--- src/rtl/md_issue_ctrl.sv ---
// md_issue_ctrl
// Initiator side of the multiply/divide unit interface. MD operations from
// the E stage are queued in a small circular FIFO and issued to the MDU one
// at a time. HI/LO reads stall until all earlier MD operations have completed.
// An exception request flushes un-issued entries and is forwarded to the MDU.
//
// Ports:
//   clk, reset        clock, synchronous active-high reset
//   req               exception request (flushes queue, forwarded as mdu_req)
//   in_valid/ready    E-stage push handshake; in_type/in_rs/in_rt payload
//   rd_valid/rd_type  E-stage MFHI/MFLO request; rd_stall holds it
//   mdu_start         one-cycle issue strobe with mdu_type/mdu_rs/mdu_rt
//   mdu_busy          MDU busy flag
//   mdu_req           combinational copy of req
module md_issue_ctrl #(
    parameter int DEPTH = 2
) (
    input  logic        clk,
    input  logic        reset,
    input  logic        req,
    input  logic        in_valid,
    output logic        in_ready,
    input  logic [3:0]  in_type,
    input  logic [31:0] in_rs,
    input  logic [31:0] in_rt,
    input  logic        rd_valid,
    input  logic [3:0]  rd_type,
    output logic        rd_stall,
    output logic        mdu_start,
    output logic [3:0]  mdu_type,
    output logic [31:0] mdu_rs,
    output logic [31:0] mdu_rt,
    input  logic        mdu_busy,
    output logic        mdu_req
);

    localparam int AW = (DEPTH > 1) ? $clog2(DEPTH) : 1;
    localparam logic [AW:0] FULL_COUNT = DEPTH[AW:0];

    typedef enum logic {
        ST_IDLE = 1'b0,
        ST_BUSY = 1'b1
    } state_t;

    state_t        state_q, state_d;
    logic [AW:0]   count_q, count_d;
    logic [AW-1:0] head_q, head_d;
    logic [AW-1:0] tail_q, tail_d;

    logic [3:0]    type_mem [DEPTH];
    logic [31:0]   rs_mem   [DEPTH];
    logic [31:0]   rt_mem   [DEPTH];

    logic          push;
    logic          pop;
    logic          not_empty;
    logic [3:0]    head_type;
    logic          head_long;   // MULT/MULTU/DIV/DIVU: occupies the MDU
    logic          head_legal;  // anything the MDU understands as a start

    assign not_empty  = (count_q != '0);
    assign head_type  = type_mem[head_q];
    assign head_long  = (head_type >= 4'd1) && (head_type <= 4'd4);
    assign head_legal = head_long || (head_type == 4'd7) || (head_type == 4'd8);

    // A full FIFO with a pending pop still reports not-ready; no bypass paths.
    assign in_ready = (count_q < FULL_COUNT) && !req;
    assign push     = in_valid && in_ready;
    assign pop      = (state_q == ST_IDLE) && not_empty && !mdu_busy && !req;

    assign mdu_req  = req;
    assign mdu_rs   = not_empty ? rs_mem[head_q] : 32'd0;
    assign mdu_rt   = not_empty ? rt_mem[head_q] : 32'd0;
    assign rd_stall = rd_valid && (not_empty || (state_q == ST_BUSY) || mdu_busy || req);

    // Storage: one write-enabled register set per entry.
    generate
        for (genvar gi = 0; gi < DEPTH; gi++) begin : g_entry
            always_ff @(posedge clk) begin
                if (push && (tail_q == gi[AW-1:0])) begin
                    type_mem[gi] <= in_type;
                    rs_mem[gi]   <= in_rs;
                    rt_mem[gi]   <= in_rt;
                end
            end
        end
    endgenerate

    // Illegal types are popped silently: pop without a start strobe.
    always_comb begin
        state_d   = state_q;
        mdu_start = 1'b0;
        mdu_type  = 4'd0;
        case (state_q)
            ST_IDLE: begin
                if (pop && head_legal) begin
                    mdu_start = 1'b1;
                    if (head_long) begin
                        state_d = ST_BUSY;
                    end
                end
            end
            ST_BUSY: begin
                // The MDU raises busy on the issuing edge, so a 0 here is real.
                if (!mdu_busy) begin
                    state_d = ST_IDLE;
                end
            end
            default: state_d = ST_IDLE;
        endcase
        if (mdu_start) begin
            mdu_type = head_type;
        end else if (rd_valid) begin
            mdu_type = rd_type;
        end
    end

    always_comb begin
        head_d  = head_q;
        tail_d  = tail_q;
        count_d = count_q;
        if (req) begin
            // Flush: the FSM state is kept since the MDU only freezes.
            head_d  = '0;
            tail_d  = '0;
            count_d = '0;
        end else begin
            if (push) begin
                tail_d = tail_q + 1'b1;
            end
            if (pop) begin
                head_d = head_q + 1'b1;
            end
            case ({push, pop})
                2'b10:   count_d = count_q + 1'b1;
                2'b01:   count_d = count_q - 1'b1;
                default: count_d = count_q;
            endcase
        end
    end

    always_ff @(posedge clk) begin
        if (reset) begin
            state_q <= ST_IDLE;
            count_q <= '0;
            head_q  <= '0;
            tail_q  <= '0;
        end else begin
            state_q <= state_d;
            count_q <= count_d;
            head_q  <= head_d;
            tail_q  <= tail_d;
        end
    end

endmodule
--- config.mk ---
export PLATFORM = sky130hd
export DESIGN_NAME = md_issue_ctrl
export DESIGN_NICKNAME = d
export VERILOG_FILES = /design/src/rtl/md_issue_ctrl.sv
export SDC_FILE = /design/constraint.sdc
export NUM_CORES = 1
export LEC_CHECK = 0
export BUFFER_PORTS_ARGS = -buffer_cell sky130_fd_sc_hd__buf_2
export CAP_MARGIN = 20
export CORE_MARGIN = 4
export CORE_UTILIZATION = 23
export DETAILED_ROUTE_END_ITERATION = 10
export GPL_TIMING_DRIVEN = 1
export SLEW_MARGIN = 20
export SYNTH_ARGS = -nofsm -noshare
export SYNTH_HDL_FRONTEND = slang
export SYNTH_SLANG_ARGS = --single-unit
--- constraint.sdc ---
create_clock -name clk -period 3.9 [get_ports clk]
set_input_delay 0 -clock clk [delete_from_list [all_inputs] [get_ports clk]]
set_output_delay 0 -clock clk [all_outputs]
set_load 0.05 [all_outputs]
==> results.cfg, run 1 <==
[timing]
report.final.slew_viol_count = 0
period_minus_slack_ns = 2.50
fmax_mhz = 400
max-slew-margin-rel = 0.331
period_share = 0.640
rsz0062_at_grt = no
setup_violations = 0
clock_skew_ns = 0.00676
tns_ns = 0
tightest_slew_ns = 1.00
hold_viol = 0

[pwr]
power_density_mw_per_mm2 = 460
clock_power_share = 0.447
internal-power_uw = 2920
pwr-share-comb = 0.086
p_seq_frac = 0.466
vdd_drop_max_uv = 253
leakage_uw = 0.00298
p_switching_uw = 804
p_sw_frac = 0.216
fin_total_pwr_uw = 3720

[finish]
fillerInstances = 2393
multi_input_area_mm2 = 0.00137
syn_to_final_growth_pct = 43.2
stdcell_count = 913
drive_above_1_share = 0.331
final_cell_mix = 149 x buf_2, 136 x edfxtp_1, 72 x dlygate4sd3_1
finish.utilization = 0.334
seqCellArea_mm2 = 0.00421
final_common_cell = buf_2
n_antenna_cell = 0
fin_nets = 655

[route]
viasPerCell = 3.91
wl_per_cell_um = 14.0
wl_um = 12800
ant_nets = 0
firstDrtPassIters = 4
drcViolationCount = 0
drt_iter0_markers = 257
vias = 3571

[critical_path]
reg2reg_from = count_q[1]
crit_fanout = 42
start_kind = flip-flop
criticalPathCategory = flip-flop to output pin
worstPathRequired_ns = 3.90
worstSetupEndpointType = output pin
cp.arrival_ns = 2.50

[floorplanning]
core_mm2 = 0.0242
die_area_mm2 = 0.0272
io_pins = 150
row_count = 57
fp.dieH_um = 165
initial_core_util = 0.233
die_x_um = 165

[clock_tree]
cts_root_buf = clkbuf_16
cts_sinks = 142
clk_path_buf_depth = 2
htreeDepth = 4
clk_pin_slew_ns = 0.06
numCtsBuffers = 17
insertion_delay_ns = 0.40
cts_tree = yes

[place]
gp_congestion = 0.705
io_buffers = 149
dp_hpwl_um = 7920
placed_cells_incl_taps = 809

[run]
drv_cap = 0

[yosys]
avgSynthCellArea_um2 = 16.2
synth_cells = 349
syn_nets = 428
synthFlopType = edfxtp_1
ys_seq_area_frac = 0.743
ys_ff_latch = 142
synth_edf_count = 136
async_flop_share = 0
syn_area_mm2 = 0.00566
ys_warn_count = 0
synth.distinct_cells = 38

[grt]
grt_max_degree = 69
grt_pass1_wl_um = 19600
grt-ovfl-total = 0
grt_pass1_vias = 3784
antenna_found_initial = 0
grt_use_total = 0.0950

[outcome]
outcome = complete, no violations

[hold_path]
hp-start = in_valid
hold_path_class = input pin to flip-flop
==> state kept, by name, indices dropped and copies added, names as in the netlist, named ones only <==
name,flops
head_q,1
tail_q,1
state_q,1
count_q,2
rs_mem,64
rt_mem,64
type_mem,8
==> stage by stage <==
stage          cell area (µm²)  setup slack (ns)  hold WS, ns
3_3_place_gp              6770              1.66        0.188
5_1_grt                   8100              1.16       0.0662
6_report                  8100              1.40       0.0855
2_1_floorplan             5660             0.422       0.0691
4_1_cts                   8100              1.32       0.0549
3_5_place_dp              6770              1.66        0.191
==> layout make-up <==
class,count,area share
sequential,142,0.520
timing repair buffer,224,0.185
tap,324,0.0501
multi-input combinational,190,0.169
clock buffer,21,0.0544
clock inverter,11,0.0206
inverter,1,0.000464
==> per-layer routing <==
| metal | wire length, µm | share of wire | GRT usage |
|---|---|---|---|
| met4 | 184 | 0.014 | 0.0363 |
| met3 | 567 | 0.044 | 0.0265 |
| met1 | 5440 | 0.43 | 0.107 |
| met2 | 6590 | 0.52 | 0.170 |
| met5 | 0 | 0 | 0 |
==> cell usage after synthesis, types with 2 or more instances <==
cell type / n / area, µm²
a21o_1: 2 / 15.0
a21oi_1: 2 / 10.0
a31oi_1: 3 / 18.8
a32oi_1: 2 / 17.5
buf_1: 4 / 15.0
buf_2: 2 / 10.0
buf_4: 7 / 52.6
clkbuf_1: 2 / 7.51
dfxtp_1: 6 / 120
edfxtp_1: 136 / 4080
mux2_4: 2 / 30.0
mux2i_1: 65 / 651
mux2i_2: 2 / 27.5
mux2i_4: 2 / 45.0
nand2_1: 6 / 22.5
nand3_1: 2 / 10.0
nor2_1: 69 / 259
nor3_1: 7 / 35.0
o21ai_0: 2 / 10.0
o21ai_1: 2 / 10.0
xnor2_1: 7 / 61.3
==> cell families (layout without fill, tap and decap cells) <==
group,count (synthesis),after routing,synth area share
AO/OA/AOI/OAI,19,19,0.0228
XOR/XNOR,8,8,0.0124
adder cells (fa/ha/maj),2,2,0.00420
buffers and inverters,17,257,0.0177
flip-flops,142,142,0.743
multiplexers,72,72,0.135
AND/OR/NAND/NOR,89,89,0.0644
==> power groups by stage <==
stage / Combinational [µW] / Sequential (µW) / Clock, µW
6_report: 320 / 1740 / 1660
2_1_floorplan: 167 / 1770 / 0
3_5_place_dp: 268 / 1770 / 0
5_1_grt: 347 / 1740 / 1800
3_3_place_gp: 265 / 1770 / 0
4_1_cts: 325 / 1740 / 1720
==> repair_timing <==
action                    in CTS  in global routing
setup buffers                  0                  0
hold endpoints to repair     142                  0
hold buffers                  72                  0
resized for setup              0                  0
==> worst max-delay path, cell delays in order, from the launching register on <==
cell and delay, ns:
dfxtp_4 0.73, buf_4 0.70, mux2i_1 0.21, nor2_1 0.14
buf_2 0.28
==> worst paths after layout <==
check	depth (start not counted)	slack [ns]	endpoint
setup / recovery	4	1.40	mdu_rt[21]
hold / removal	4	0.09	tail_q
setup reg to reg	4	1.74	rt_mem[0][10]
hold reg to reg	2	0.46	state_q
Power figures use the tool's default switching activity.
==> run 2, diff against run 1 <==
clock period = 2.1 ns   (was 3.9 ns; I/O delays follow)
==> run 2 against run 1 <==
Effect of this change:
- power increased by 80%
- wire length increased by 1.2%
- final cell count grew 2.2%
- setup slack got worse by 1.3 ns
- worst hold slack lost 0.0054 ns
- first-iteration DRC count fell by 25%
- core utilization up 0.79 points
- die area is the same
- sequential power grew 85%
- flip-flop and latch count stayed put
- critical path depth increased by 2
- critical path type unchanged
- highest routed layer unchanged
==> results.cfg, run 2 (same netlist as run 1, synthesis figures left out) <==
[outcome]
outcome = complete, no violations

[clock_tree]
clk_path_buf_depth = 2
cts_root_buf = clkbuf_16
htreeDepth = 4
cts_sinks = 142
insertion_delay_ns = 0.40
clk_pin_slew_ns = 0.06
numCtsBuffers = 17
cts_tree = yes

[route]
drt_iter0_markers = 194
wl_per_cell_um = 13.9
wl_um = 12900
drcViolationCount = 0
vias = 3685
ant_nets = 0
firstDrtPassIters = 4
viasPerCell = 3.95

[timing]
hold_viol = 0
period_share = 0.958
max-slew-margin-rel = 0.699
setup_violations = 0
tightest_slew_ns = 0.452
fmax_mhz = 497
clock_skew_ns = 0.00625
tns_ns = 0
report.final.slew_viol_count = 0
period_minus_slack_ns = 2.01

[grt]
grt-ovfl-total = 0
grt_pass1_wl_um = 19600
grt_max_degree = 44
antenna_found_initial = 0
grt_pass1_vias = 3860
grt_use_total = 0.0945

[pwr]
power_density_mw_per_mm2 = 806
vdd_drop_max_uv = 429
leakage_uw = 0.00307

[finish]
final_common_cell = buf_2
drive_above_1_share = 0.358
syn_to_final_growth_pct = 46.5
n_antenna_cell = 0
stdcell_count = 933
seqCellArea_mm2 = 0.00421
final_cell_mix = 145 x buf_2, 136 x edfxtp_1, 71 x dlygate4sd3_1
reg.largest.list = rs_mem x64, rt_mem x64, type_mem x8
fin_nets = 675
finish.utilization = 0.342
multi_input_area_mm2 = 0.00140
fillerInstances = 2438

[floorplanning]
row_count = 57
initial_core_util = 0.233
fp.dieH_um = 165
die_x_um = 165
die_area_mm2 = 0.0272
io_pins = 150
core_mm2 = 0.0242

[hold_path]
hold_path_class = input pin to flip-flop
hp-start = in_valid

[place]
dp_hpwl_um = 8190
io_buffers = 149
gp_congestion = 0.742
placed_cells_incl_taps = 814

[critical_path]
path_delay_family = buffers and inverters
cp.arrival_ns = 2.01
critPathBufInv = 2
worstSetupEndpointType = output pin
worst_path_max_delay_cell = dfxtp_4
path_cells = buf_4 > mux2i_4 > xnor2_1 > o21ai_0 > a31oi_1 > buf_2
worstPathRequired_ns = 2.10
crit_fanout = 5
start_kind = flip-flop
criticalPathCategory = flip-flop to output pin
slowest_delay_ns = 0.36

[run]
drv_cap = 0
==> run 2: cell count changes in the layout (fill, tap and decap cells not counted), moves of 2 or more <==
cell,previous run,this run
clkinv_1,0,2
bufinv_16,4,2
buf_12,1,5
mux2i_4,2,4
buf_2,149,145
buf_4,2,19
clkbuf_4,0,3
mux2i_2,2,0
==> run 2: path summary, 6_finish.rpt <==
path                                    end  slack (ns)  cells past startpoint
worst max-delay path            mdu_type[0]        0.09                      6
worst min register to register    flip-flop        0.56                      2
worst max register to register      state_q        0.17                      6
worst min-delay path                 tail_q        0.08                      4
==> run 2: repair_timing <==
action | in CTS | in global routing
endpoints found under the hold margin | 142 | 0
setup endpoints to repair | 3 | 4
buffers inserted | 4 | 12
hold buffers | 71 | 0
resized for setup | 2 | 8
==> run 2: worst min-delay path, delay by kind of cell <==
kind | cells | cell delay, ns
xor+xnor | 1 | 0.13
buf+inv | 1 | 0.12
simple gates | 2 | 0.18
==> run 2: area by class of cell <==
| cell class | instances | share of cell area |
|---|---|---|
| inverter | 1 | 0.000453 |
| sequential | 142 | 0.508 |
| clock inverter | 12 | 0.0146 |
| clock buffer | 20 | 0.0527 |
| timing repair buffer | 244 | 0.207 |
| multi-input combinational | 190 | 0.169 |
| tap | 324 | 0.0489 |
==> run 2: power breakdown <==
group          internal [µW]  total [µW]  leakage, µW  switching [µW]
Combinational            250         620      0.00150             370
Clock                   1740        2840     0.000273            1110
Sequential              3200        3220      0.00130            23.9
==> run 2: layer usage <==
layer	vias up	track usage	routed length, µm
met3	7	0.0280	644
met5	-	0	0
met1	1791	0.103	5270
met2	87	0.174	6910
met4	0	0.0310	124
li1	1800	-	-
==> run 2: stage by stage <==
| stage | total power, µW | instance area [µm²] | hold WS [ns] | setup slack [ns] |
|---|---|---|---|---|
| after global placement | 3780 | 6860 | 0.187 | 0.431 |
| after floorplan | 3590 | 5680 | 0.0638 | -0.115 |
| after detailed placement | 3790 | 6860 | 0.192 | 0.406 |
| after global routing | 6980 | 8290 | 0.0771 | -0.0353 |
| final | 6680 | 8290 | 0.0802 | 0.0880 |
| after CTS | 6790 | 8170 | 0.0537 | 0.0150 |
==> run 3, diff against run 2 <==
CELL_PAD_IN_SITES_DETAIL_PLACEMENT = 0   (was unset)
CELL_PAD_IN_SITES_GLOBAL_PLACEMENT = 1   (was unset)
CORE_MARGIN = 8   (was 4)
PLACE_DENSITY_LB_ADDON = 0.1   (was unset)
==> run 3 against run 2 <==
Effect of this change:
- power increased by 2.7%
- flip-flop and latch count is the same
- setup slack got worse by 0.021 ns
- clock power up 7%
- core utilization fell by 0.31 points
- critical endpoint is now mdu_type[3]
- largest cell class unchanged
==> results.cfg, run 3 (same netlist as run 1, synthesis figures left out) <==
[clock_tree]
insertion_delay_ns = 0.41
clk_pin_slew_ns = 0.06
cts_tree = yes
htreeDepth = 4
numCtsBuffers = 17
cts_sinks = 142
cts_root_buf = clkbuf_16
clk_path_buf_depth = 2

[timing]
period_share = 0.968
fmax_mhz = 492
report.final.slew_viol_count = 0
clock_skew_ns = 0.0108
final.setup.worst_slack_ns = 0.0671
tightest_slew_ns = 0.503
max-slew-margin-rel = 0.664
hold_viol = 0
setup_violations = 0
period_minus_slack_ns = 2.03
rsz0062_at_grt = yes

[finish]
reg.largest.list = rs_mem x64, rt_mem x64, type_mem x8
drive_above_1_share = 0.352
final_common_cell = buf_2
stdcell_count = 924
fin_nets = 666
fillerInstances = 2441
seqCellArea_mm2 = 0.00421
n_antenna_cell = 0
multi_input_area_mm2 = 0.00139
final_cell_mix = 149 x buf_2, 136 x edfxtp_1, 71 x dlygate4sd3_1
syn_to_final_growth_pct = 45.2
finish.utilization = 0.339

[critical_path]
worstPathRequired_ns = 2.10
path_cells = mux2i_2 > nand2_2 > o31a_1 > o22ai_1 > buf_2
r2r_cells = 7
criticalPathCategory = flip-flop to output pin
cp.arrival_ns = 2.03
reg2reg_slack_ns = 0.18
worstSetupEndpointType = output pin
start_kind = flip-flop
slowest_delay_ns = 0.46
crit_fanout = 10
r2r-end = state_q
worst_path_max_delay_cell = dfxtp_4

[route]
top_layer_used = met4
met3_length_um = 559
drcViolationCount = 0
met1_length_um = 6240
drt_iter0_markers = 111
wl_per_cell_um = 15.3
ant_nets = 0
met2_length_um = 7200
viasPerCell = 3.94
firstDrtPassIters = 6
vias = 3639
wl_um = 14200

[hold_path]
hold_path_class = input pin to flip-flop
hp-start = in_valid
hold_depth = 4
hold-path-endpoint = tail_q

[place]
post-place-ws_ns = 0.347
dp_hpwl_um = 9470
placed_cells_incl_taps = 815
gp_congestion = 0.714
io_buffers = 149

[floorplanning]
initial_core_util = 0.233
fp.dieH_um = 173
io_pins = 150
row_count = 57
die_area_mm2 = 0.0299
die_x_um = 173
core_mm2 = 0.0242

[pwr]
leakage_uw = 0.00303
vdd_drop_max_uv = 440
power_density_mw_per_mm2 = 836

[grt]
grt_pass1_vias = 4091
grt_pass1_wl_um = 22500
grt_use_total = 0.0962
grt_max_degree = 39
grt-ovfl-total = 0
antenna_found_initial = 0

[run]
drv_cap = 0

[outcome]
outcome = complete, no violations
run 3: cell count changes in the layout (fill, tap and decap cells not counted), sizes merged:
cell / before / now
inv: 1 / 3
bufinv: 2 / 3
clkinv: 9 / 7
clkbuf: 23 / 19
buf: 170 / 164
run 3: area by class of cell:
class | instances | area share
sequential | 142 | 0.513
timing repair buffer | 235 | 0.196
multi-input combinational | 190 | 0.169
clock buffer | 19 | 0.0527
tap | 324 | 0.0494
clock inverter | 13 | 0.0200
inverter | 1 | 0.000457
run 3: stage by stage:
step	setup TNS, ns	total power (µW)	hold WS (ns)	instance area (µm²)
6_report	0	6870	0.0588	8210
5_1_grt	-0.124	7120	0.0649	8210
4_1_cts	0	6990	0.0348	8190
3_5_place_dp	0	3800	0.191	6850
3_3_place_gp	0	3800	0.188	6850
2_1_floorplan	-7.81	3590	0.0638	5680
run 3: timing repair:
action | in CTS | in global routing
endpoints found under the setup margin | 11 | 5
hold buffers | 71 | 0
hold endpoints to repair | 142 | 0
setup buffers | 4 | 2
resized for setup | 0 | 1
run 3: worst max-delay path by stage:
| stage | slack (ns) | to | cells after the start | from |
|---|---|---|---|---|
| after floorplan | -0.11 | rs_mem[0][0] | 3 | count_q[1] |
| after global placement | 0.37 | mdu_type[3] | 5 | flip-flop |
| after detailed placement | 0.35 | mdu_type[1] | 5 | flip-flop |
| after CTS | 0.03 | mdu_type[3] | 5 | flip-flop |
| after global routing | -0.06 | mdu_type[3] | 5 | flip-flop |
| final | 0.07 | mdu_type[3] | 5 | flip-flop |
run 3: where the power goes:
group	switching, µW	leakage [µW]	internal (µW)	total (µW)
Clock	1160	0.000289	1870	3030
Combinational	373	0.00145	244	617
Sequential	23.4	0.00130	3200	3220
run 3: critical path, delay by kind of cell (launching register included):
kind	cells	cell delay, ns
AOI/OAI and AO/OA	2	0.40
and+or+nand+nor	1	0.11
buffers and inverters	1	0.29
DFF	1	0.46
muxes	1	0.36
run 3: metal layers:
| layer | vias up | track usage |
|---|---|---|
| met4 | 0 | 0.0334 |
| met3 | 13 | 0.0268 |
| li1 | 1780 | - |
| met2 | 90 | 0.166 |
| met5 | - | 0 |
| met1 | 1756 | 0.113 |
